==> config.mk <==
export PLATFORM = sky130hd
export DESIGN_NAME = logs_pwm_capture
export DESIGN_NICKNAME = d
export VERILOG_FILES = /design/src/rtl/logs_pwm_capture.sv
export SDC_FILE = /design/constraint.sdc
export NUM_CORES = 1
export LEC_CHECK = 0
export ABC_AREA = 1
export CAP_MARGIN = 10
export CORE_MARGIN = 4
export CORE_UTILIZATION = 41
export DETAILED_ROUTE_END_ITERATION = 8
export DONT_BUFFER_PORTS = 1
export PLACE_DENSITY = 0.52
export SLEW_MARGIN = 20
export SYNTH_ARGS = -nofsm -noshare
export SYNTH_HDL_FRONTEND = slang
export SYNTH_SLANG_ARGS = --single-unit
==> constraint.sdc <==
create_clock -name clk -period 2.6 [get_ports clk]
set_clock_uncertainty 0.2 [all_clocks]
set_input_delay 0.52 -clock clk [delete_from_list [all_inputs] [get_ports clk]]
set_output_delay 0.52 -clock clk [all_outputs]
set_load 0.005 [all_outputs]
==> src/rtl/logs_pwm_capture.sv <==
// PWM audio demodulator: synchronizes a 1-bit PWM line, counts high clocks per
// 2^(K+M)-clock frame and queues each frame count in a small valid/ready FIFO.
module logs_pwm_capture #(
    parameter int unsigned K     = 2,
    parameter int unsigned M     = 3,
    parameter int unsigned DEPTH = 4
) (
    input  logic         clk,
    input  logic         reset,
    input  logic         en,
    input  logic         pwm_in,
    output logic         out_valid,
    input  logic         out_ready,
    output logic [K+M:0] out_data,
    output logic         overrun,
    input  logic         overrun_clr
);
    localparam int unsigned FW = K + M;
    localparam int unsigned AW = $clog2(DEPTH);
    localparam logic [AW:0] FULL_CNT = (AW + 1)'(DEPTH);

    logic          s1, s2;
    logic [FW-1:0] fcnt;
    logic [FW:0]   acc;
    logic [FW:0]   mem [DEPTH];
    logic [AW-1:0] wptr, rptr;
    logic [AW:0]   count;

    logic          frame_end, pop, full, push_ok, drop;
    logic [FW:0]   push_val;

    always_comb begin
        frame_end = en && (fcnt == '1);
        push_val  = acc + {{FW{1'b0}}, s2};
        pop       = out_valid && out_ready;
        full      = (count == FULL_CNT);
        // When full, a simultaneous pop frees the slot the push lands in.
        push_ok   = frame_end && (!full || pop);
        drop      = frame_end && full && !pop;
        out_valid = (count != '0);
        out_data  = out_valid ? mem[rptr] : '0;
    end

    always_ff @(posedge clk or negedge reset) begin
        if (!reset) begin
            s1      <= 1'b0;
            s2      <= 1'b0;
            fcnt    <= '0;
            acc     <= '0;
            wptr    <= '0;
            rptr    <= '0;
            count   <= '0;
            overrun <= 1'b0;
        end else begin
            s1 <= pwm_in;
            s2 <= s1;

            if (!en) begin
                fcnt <= '0;
                acc  <= '0;
            end else begin
                fcnt <= fcnt + 1'b1;
                acc  <= frame_end ? '0 : push_val;
            end

            if (push_ok) wptr <= wptr + 1'b1;
            if (pop)     rptr <= rptr + 1'b1;

            case ({push_ok, pop})
                2'b10:   count <= count + 1'b1;
                2'b01:   count <= count - 1'b1;
                default: count <= count;
            endcase

            if (drop)             overrun <= 1'b1;
            else if (overrun_clr) overrun <= 1'b0;
        end
    end

    // Sample storage carries no reset; validity is tracked by count alone.
    always_ff @(posedge clk) begin
        if (push_ok) mem[wptr] <= push_val;
    end
endmodule
==> key figures <==
Clock tree
  • Clock root buffer: sky130_fd_sc_hd__clkbuf_8
  • Setup Fix Bufs, Post-CTS: 0
  • TritonCTS clock tree: built
  • Source-to-sink clock delay at the later pin of the worst-skew pair: just under 0.3 ns
  • Quantity of gates resized following cts: 0
  • CTS max path bufs: 2
  • TritonCTS Buffers: 5
  • H-tree levels: 2
  • Number of sinks on the clock net: between 40 and 50
  • Clock transition at path regs: 0.08 ns

Floorplanning
  • Placement Rows: 25
  • Full die area: roughly 0.0060 sq mm
  • Core region area: approximately 0.0047 sq mm
  • Total I/O pin count: 14
  • Floorplan die width: roughly 77 um
  • Initial standard-cell utilization of the core: 0.421
  • Vert. Die Dim: 77.4 um

Global routing
  • Combined global-route utilization of all metal layers: 0.130
  • Number of antenna violations at the first check in global routing: 0
  • Vias in the first global route: ~1300
  • Maximum number of pins on one net before global-route repair: 22
  • First-pass GRT wire length: slightly below 6000 um
  • Total congestion overflow after global routing: 0

Finish
  • Multi-input gate area: roughly 600 sq um
  • Design Area, Final: between 0.002 and 0.0025 sq mm
  • Sequential cell area: approximately 0.0012 sq mm
  • Proportion of layout cells with a drive suffix above 1: 0.0928
  • Final net count: between 200 and 250
  • Diodes inserted: 0
  • Filler cell count in the final layout: roughly 440
  • Layout area overhead: 10.2%

Power
  • Power Dens Cells: 848 mW/mm^2
  • Internal Power: about 1.2 mW
  • Combinational share of power: 0.244
  • Clock Power Share: 0.274
  • Reported leakage power: roughly 0.99 nW
  • Fraction of power spent switching nets: 0.328
  • Worst-case vdd ir drop: 0.289 mV
  • Sequential group share of total power: 0.482
  • Switching Power: 0.605 mW

Logic synthesis
  • Compound-gate portion of the synthesized area: 0.0589
  • Proportion of synthesized chip area in sequential cells: 0.630
  • Most common flop cell mapped by yosys: sky130_fd_sc_hd__edfxtp_1
  • Mux share of post-synthesis cell area: 0
  • Area share of xor/xnor cells in the synthesized design: 0.0310
  • Net count of the mapped netlist: ~200
  • Post-synth EDFFs: 24
  • Main combinational cell family by area after synthesis: simple AND/OR/NAND/NOR gates
  • Synth cell types: 22
  • Avg Inst Size Synth: between 10 and 15 sq um
  • Async set-reset flop share out of synthesis: 0.467
  • Largest area contributor in the netlist: sky130_fd_sc_hd__edfxtp_1
  • Count leader, synth: sky130_fd_sc_hd__nor2_1
  • Simple-Gate Fraction of Synth Area: 0.162
  • Post-synthesis register bit count: between 40 and 50
  • Post-synthesis instance area: a little under 0.002 sq mm
  • Adder and majority gate portion of the synthesized area: 0.0608
  • Synthesis Warnings: 0
  • Post-synth top area share: 0.365
  • Area contributors post-synth: sky130_fd_sc_hd__edfxtp_1 36%, sky130_fd_sc_hd__dfrtp_1 27%, sky130_fd_sc_hd__nor2_1 8.0%
  • Commonest cells in the netlist: 42 x sky130_fd_sc_hd__nor2_1, 24 x sky130_fd_sc_hd__edfxtp_1, 24 x sky130_fd_sc_hd__inv_1
  • Number of cells produced by synthesis: 183

Place
  • PortBufs: 0
  • Last weighted congestion value of the routability-driven placer: 0.726
  • Post-detailed-placement cell area: just over 0.002 sq mm
  • Estimated wirelength of the detail-placed design: about 2500 um

Routing
  • Count of antenna-violating nets left after detailed routing: 0
  • Number of DRC violations after detailed routing: 0
  • Detailed Route Iter0 Violations: 45
  • Drt total wl: between 3000 and 4000 um
  • Number of optimization iterations in the first detailed-route pass: 4
  • Detailed-route via count: about 1200
  • Routed length per instance: between 10 and 15 um
  • Routed vias/inst: roughly 4.8

STA
  • Post-route clock period utilization: 0.908
  • Setup repair after global routing missed its margin: false
  • Setup violation total in the final timing report: 0
  • Final hold violation count: 0
  • Actual slew at the worst max-slew pin: a little under 0.5 ns
  • Fin Setup TNS: 0 ns
  • Final min period: ~2.4 ns
  • Max Transition Viols Final: 0
  • Max-Slew Margin vs Limit: 0.669
  • F_max: about 420 MHz

Worst hold path
  • Type of the most critical hold path: in -> reg

Worst setup path
  • Largest stage delay, worst path: ~0.66 ns
  • Arrival time at the worst endpoint: roughly 1.6 ns
  • Register-to-Register Setup Slack: ~0.33 ns
  • Buffering stage count on the worst path with inverters included: 1
  • Required time of the critical path: around 1.9 ns
  • Critical-path top delay cell: sky130_fd_sc_hd__dfrtp_1
  • Type of element launching the critical path: flip-flop
  • Largest fanout of any net on the critical path: 14
  • Cells along the critical path: inv_1, o21ai_0, a21oi_1
  • Family with the most delay on the worst path: flip-flops
  • Kind of critical path: reg -> out
  • Worst setup EP type: output port

Flow run
  • Total of max-cap violations: 0

Status
  • Result of the run: completed
what timing repair did:
| action | CTS | global route |
|---|---|---|
| hold buffers | 1 | 1 |
| setup endpoints to repair | 0 | 0 |
| endpoints found under the hold margin | 21 | 4 |
through the flow:
| stage | power (mW) | util | cells | hold WS (ns) | setup WS (ns) |
|---|---|---|---|---|---|
| after floorplan | 1.25 | - | 183 | 0.0244 | 0.544 |
| after global placement | 1.33 | 0.438 | 238 | 0.0249 | 0.477 |
| after detailed placement | 1.36 | 0.438 | 238 | 0.0249 | 0.342 |
| after CTS | 1.88 | 0.463 | 247 | 0.0377 | 0.193 |
| after global routing | 1.99 | 0.464 | 248 | 0.0201 | 0.00789 |
| final | 1.85 | 0.464 | 248 | 0.0483 | 0.239 |
layout by cell type, fill, tap and decap left out, types with 5 or more instances in the layout:
| master | netlist | routed |
|---|---|---|
| sky130_fd_sc_hd__inv_1 | 24 | 24 |
| sky130_fd_sc_hd__nor2_1 | 42 | 42 |
| sky130_fd_sc_hd__o21ai_0 | 13 | 13 |
| sky130_fd_sc_hd__ha_1 | 8 | 8 |
| sky130_fd_sc_hd__edfxtp_1 | 24 | 24 |
| sky130_fd_sc_hd__nand2_1 | 13 | 13 |
| sky130_fd_sc_hd__xor2_1 | 7 | 7 |
| sky130_fd_sc_hd__clkbuf_8 | 0 | 5 |
| sky130_fd_sc_hd__nand3_1 | 7 | 7 |
| sky130_fd_sc_hd__dfrtp_1 | 21 | 21 |
| sky130_fd_sc_hd__a21oi_1 | 9 | 9 |
area by class of cell:
class	instances	area share
sequential	45	0.572
multi-input combinational	110	0.284
inverter	25	0.0437
clock buffer	6	0.0333
tap	54	0.0310
timing repair buffer	6	0.0207
clock inverter	2	0.0155
worst register-to-register path, cell delays in order (launching register included):
cell and delay (ns):
sky130_fd_sc_hd__dfrtp_1 0.37, sky130_fd_sc_hd__ha_1 0.18, sky130_fd_sc_hd__nand2_1 0.07, sky130_fd_sc_hd__nor2_1 0.09
sky130_fd_sc_hd__ha_1 0.16, sky130_fd_sc_hd__nand2_2 0.09, sky130_fd_sc_hd__nand3_1 0.16, sky130_fd_sc_hd__inv_1 0.08
sky130_fd_sc_hd__fa_1 0.41, sky130_fd_sc_hd__inv_1 0.10, sky130_fd_sc_hd__nand4_1 0.10, sky130_fd_sc_hd__nand3_1 0.10
sky130_fd_sc_hd__nand2_1 0.06, sky130_fd_sc_hd__inv_1 0.05
power by group through the flow:
stage	Sequential, mW	Clock [mW]	Combinational (mW)
after floorplan	0.852	0	0.403
after global placement	0.905	0	0.420
after detailed placement	0.909	0	0.452
after CTS	0.895	0.525	0.459
after global routing	0.904	0.560	0.522
final	0.891	0.506	0.450
sequential cells by signal, summed over array words and instances (netlist names):
signal   count
count        3
s2           1
acc          6
overrun      1
mem         24
fcnt         5
wptr         2
rptr         2
s1           1
cell families after synthesis:
logic type | count (synthesis)
buffers and inverters | 28
XOR/XNOR | 7
AND/OR/NAND/NOR | 71
AO/OA/AOI/OAI | 23
adder cells (fa/ha/maj) | 9
flip-flops | 45
per-layer routing:
layer / routed length, um / global-route usage
met5: 0 / 0
met4: 40 / 0.0480
met1: 1530 / 0.154
met3: 139 / 0.0418
met2: 1790 / 0.222
path summary, 6_finish.rpt:
path                         start  depth (start not counted)          end
setup / recovery           rptr[0]                          3  out_data[1]
hold / removal              pwm_in                          0           s1
setup reg to reg           fcnt[0]                         13     count[2]
hold reg to reg                 s1                          0           s2
max in group asynchronous    reset                          2       acc[4]
min in group asynchronous    reset                          2     count[0]
(Power assumes the default switching activity.)
